<file path="config.mk">
export PLATFORM = sky130hd
export DESIGN_NAME = clz_iter
export DESIGN_NICKNAME = d
export VERILOG_FILES = /design/src/rtl/clz_iter.sv
export SDC_FILE = /design/constraint.sdc
export NUM_CORES = 1
export LEC_CHECK = 0
export CAP_MARGIN = 20
export CORE_ASPECT_RATIO = 0.9
export CORE_MARGIN = 3
export CORE_UTILIZATION = 50
export CTS_BUF_LIST = sky130_fd_sc_hd__clkbuf_8 sky130_fd_sc_hd__clkbuf_16
export DETAILED_ROUTE_END_ITERATION = 12
export DONT_BUFFER_PORTS = 1
export HOLD_SLACK_MARGIN = 0.05
export RECOVER_POWER = 25
export SLEW_MARGIN = 20
export SYNTH_ARGS = -nofsm -noshare
export SYNTH_HDL_FRONTEND = slang
export SYNTH_SLANG_ARGS = --single-unit
</file>
<file path="constraint.sdc">
create_clock -name clk -period 2.6 [get_ports clk]
set_clock_uncertainty 0.1 [all_clocks]
set_input_delay 0.78 -clock clk [delete_from_list [all_inputs] [get_ports clk]]
set_output_delay 0.78 -clock clk [all_outputs]
set_load 0.01 [all_outputs]
</file>
<file path="src/rtl/clz_iter.sv">
// Iterative count-leading-zeros unit: scans one nibble per cycle from the MSB
// and stops at the first nonzero nibble. Valid/ready on both sides, sync flush.
module clz_iter #(
    parameter int unsigned WIDTH = 32,
    parameter int unsigned RW    = $clog2(WIDTH) + 1
) (
    input  logic             clk,
    input  logic             reset_n,
    input  logic             flush,
    input  logic             in_valid,
    output logic             in_ready,
    input  logic [WIDTH-1:0] x,
    output logic             out_valid,
    input  logic             out_ready,
    output logic [RW-1:0]    res
);

    localparam int unsigned NIB = WIDTH / 4;
    localparam int unsigned IW  = (NIB > 1) ? $clog2(NIB) : 1;
    localparam logic [IW-1:0] LAST_IDX = IW'(NIB - 1);

    localparam logic [1:0] IDLE = 2'd0;
    localparam logic [1:0] SCAN = 2'd1;
    localparam logic [1:0] DONE = 2'd2;

    logic [1:0]       state;
    logic [WIDTH-1:0] sh;
    logic [RW-1:0]    cnt;
    logic [IW-1:0]    idx;
    logic [3:0]       nib;
    logic [1:0]       lz;

    assign nib = sh[WIDTH-1:WIDTH-4];

    always_comb begin
        lz = 2'd3;
        casez (nib)
            4'b1???: lz = 2'd0;
            4'b01??: lz = 2'd1;
            4'b001?: lz = 2'd2;
            default: lz = 2'd3;
        endcase
    end

    always_ff @(posedge clk or negedge reset_n) begin
        if (!reset_n) begin
            state <= IDLE;
            sh    <= '0;
            cnt   <= '0;
            idx   <= '0;
        end else if (flush) begin
            state <= IDLE;
        end else begin
            case (state)
                IDLE: begin
                    if (in_valid) begin
                        sh    <= x;
                        cnt   <= '0;
                        idx   <= '0;
                        state <= SCAN;
                    end
                end
                SCAN: begin
                    if (nib != 4'd0) begin
                        cnt   <= cnt + RW'(lz);
                        state <= DONE;
                    end else begin
                        // All-zero nibble: the final one brings cnt to exactly WIDTH
                        cnt <= cnt + RW'(4);
                        if (idx == LAST_IDX) begin
                            state <= DONE;
                        end else begin
                            sh  <= sh << 4;
                            idx <= idx + 1'b1;
                        end
                    end
                end
                DONE: begin
                    if (out_ready) state <= IDLE;
                end
                default: state <= IDLE;
            endcase
        end
    end

    assign in_ready  = (state == IDLE);
    assign out_valid = (state == DONE);
    assign res       = cnt;

endmodule

</file>
==> summary.md <==
| Metric | Value |
|---|---|
| Die Ht | `67.60 µm` |
| H-tree levels | `2` |
| Clk slew on worst S/H paths | `80 ps` |
| Initial Util | `54.21%` |
| Total of max-cap violations | `0` |
| Outcome | `finished, final reports clean` |
| R2r setup slk | `290 ps` |
| Pleak | `1.030 nW` |
| Synth Area in Adders | `3.917%` |
| DRT Pass-1 Iters | `4` |
| WL final | `4384 µm` |
| First-pass GRT wire length | `7417 µm` |
| Post-synth top flop | `dfrtp_1` |
| Final setup viols | `0` |
| Multiplexer area fraction after synthesis | `0.4748%` |
| Pins Over Slew Limit | `0` |
| Hold/Removal Path Class | `input pin to asynchronous set/reset pin` |
| Clk buf depth | `2` |
| Post-Synth Simple-Gate Area | `24.09%` |
| Gate Count Post-Synth | `242` |
| Tot Pwr | `1.582 mW` |
| GPL Wtd Cong | `0.8141` |
| Vias per cell | `5.786` |
| CP Launch Type | `flip-flop` |
| Largest family of logic cells by synthesized area | `simple AND/OR/NAND/NOR gates` |
| Antenna violations before repair | `0` |
| DIE WIDTH | `74.45 µm` |
| RR Endpoint | `sh[24]` |
| Rows | `21` |
| Routed Antenna Nets | `0` |
| Top post-synthesis cells by area | `dfrtp_1 51%, nand2_1 13%, a31oi_1 8.3%` |
| Share of layout cells above drive strength 1 | `10.04%` |
| Synth Area in XOR/XNOR | `1.246%` |
| Postcts setup bufs | `0` |
| Cell Pwr Density | `684.3 nW/µm²` |
| Synth top area share | `51.04%` |
| Cell accounting for the most synthesized area | `dfrtp_1` |
| Final worst-path cycle share | `88.82%` |
| Fill cells | `351` |
| Synthesis Warnings | `0` |
| Grt total ovfl | `0` |
| Drt initial violations | `87` |
| CP Data Arrival Time | `2420 ps` |
| CP endpoint kind | `flip-flop` |
| Final hold vios | `0` |
| Ant. Diodes | `0` |
| Total Neg Setup Slack | `0 ps` |
| Internal | `1.111 mW` |
| Minimum clock period | `2309 ps` |
| Root Buffer | `clkbuf_8` |
| Dpl hpwl | `3142 µm` |
| Worst Path Required | `2710 ps` |
| Sw Ratio | `29.80%` |
| Net Count, Synth | `285` |
| Final core occ | `59.46%` |
| Buffers on Ports | `0` |
| Final instance area | `2312 µm²` |
| Post-synthesis compound-gate area fraction | `14.30%` |
| Slew HR | `49.88%` |
| Critical path class | `flip-flop to flip-flop` |
| Peak VDD IR | `348.3 µV` |
| Number of remaining DRC errors | `0` |
| Worst Tran Pin Value | `741.4 ps` |
| P_sw | `0.4715 mW` |
| Sequential area share after synthesis | `51.04%` |
| Largest net degree at the start of global routing | `44` |
| Reg power frac | `55.0%` |
| CTS tree | `yes` |
| Yosys reg bits | `43` |
| Area added between synthesis and finish | `9.674%` |
| Vias in the first global route | `1669` |
| Critical R2R Launch | `sh[29]` |
| Clock share of power | `25.9%` |
| RSZ-0062 raised after global routing | `no` |
| Async S/R FF share, synth | `100.0%` |
| Drt wl/cell | `14.86 µm` |
| Tot GR Track Use | `19.49%` |
| CTS Buf Count | `5` |
| Nets | `291` |
| Worst-Skew Late Latency | `290 ps` |
| FF-to-FF path depth | `6` |
| Synthesized cell area | `2108 µm²` |
| Dpl cell area | `2206 µm²` |
| Core Region | `3889 µm²` |
| Fmax achieved | `0.4330 GHz` |
| DR vias | `1707` |
| Die area | `5032 µm²` |
| Critical-path maximum fanout | `22` |
| Number of I/O pins | `45` |
| Library cells used by synthesis | `34` |
| Clk sinks | `43` |
| Post-synth EDFFs | `0` |
| Synth Area per Inst | `8.712 µm²` |
| Combinational Power Share | `19.0%` |
## cells in the final DEF, fill, tap and decap left out, drive strengths merged, types with 3 or more instances in the layout
cell type | netlist | routed
nand2 | 73 | 73
dfrtp | 43 | 43
nor2 | 35 | 35
a31oi | 28 | 28
buf | 7 | 12
o21ai | 8 | 8
inv | 6 | 7
ha | 5 | 5
clkbuf | 7 | 5
a21oi | 3 | 3
xor2 | 3 | 3
## final cells by class
cell class              count  area [µm²]  share of cell area [%]
multi-input cells         179       942.2                   40.75
well taps                  46       57.56                   2.489
clock buffers               5       68.82                   2.976
flip-flops and latches     43        1076                   46.54
clock inverters             3       16.27                  0.7035
repair buffers             13       128.9                   5.574
inverters                   6       22.52                  0.9740
## cell usage after synthesis (2+ instances only)
cell type  instances
buf_2              2
ha_1               5
inv_1              6
nor2b_1            2
o21ai_0            8
dfrtp_1           43
buf_6              2
nand2b_1           2
nand2_1           73
clkbuf_1           7
a21oi_1            3
a31oi_1           28
xor2_1             3
buf_4              3
a21o_1             2
nor2_1            35
## metal layers
metal  routed length (µm)  vias to the layer above  track usage (%)
met5                    0                        -                0
met4                   85                        0            8.889
met3                  252                       10            5.357
met2                 2014                       50            30.48
met1                 2032                      818            25.14
li1                     -                      829                -
## critical path: stages (launching register included)
cell     delay [ps]
dfrtp_1         390
or4_4           560
o41ai_4         590
buf_6           230
buf_12          160
nor2_1           50
a31oi_1         140
## power groups by stage
stage | clock (mW) | combinational, mW | sequential, mW
global route | 0.452 | 0.350 | 0.886
finish | 0.410 | 0.301 | 0.871
detailed placement | 0 | 0.297 | 0.884
global placement | 0 | 0.284 | 0.878
floorplan | 0 | 0.216 | 0.869
CTS | 0.422 | 0.299 | 0.870
## how the worst max path moves through the flow
stage          startpoint      to  slack [ps]
6_report           sh[29]  sh[24]         290
5_1_grt            sh[29]  sh[23]         100
4_1_cts            sh[29]  sh[24]          70
3_5_place_dp       sh[28]  sh[24]         100
3_3_place_gp       sh[28]  sh[29]          90
2_1_floorplan       flush  sh[10]         170
## per-stage QoR
step / hold slack (ps) / setup slack (ps) / instances
3_3_place_gp: 378.6 / 85.43 / 285
2_1_floorplan: 356.9 / 171.5 / 242
5_1_grt: 50.34 / 104.9 / 295
3_5_place_dp: 383.7 / 96.68 / 285
6_report: 72.53 / 290.6 / 295
4_1_cts: 61.21 / 70.15 / 293
## sequential cells by signal (all words and copies together) (netlist names)
name   count
res        6
idx        3
state      2
sh        32
## logic make-up (layout without fill, tap and decap cells)
family                     after synthesis  count (layout)
AOI/OAI and AO/OA                       47              47
xor gates and xnor gates                 3               3
adders and majority gates                6               6
buffers and inverters                   20              27
DFF                                     43              43
muxes                                    1               1
and+or+nand+nor                        122             122
## timing repair
| action | in CTS | in global routing |
|---|---|---|
| endpoints found under the setup margin | 0 | 0 |
| hold buffers | 0 | 1 |
| resized for setup | 0 | 0 |
| hold endpoints to repair | 0 | 8 |
Power figures use the tool's default switching activity.
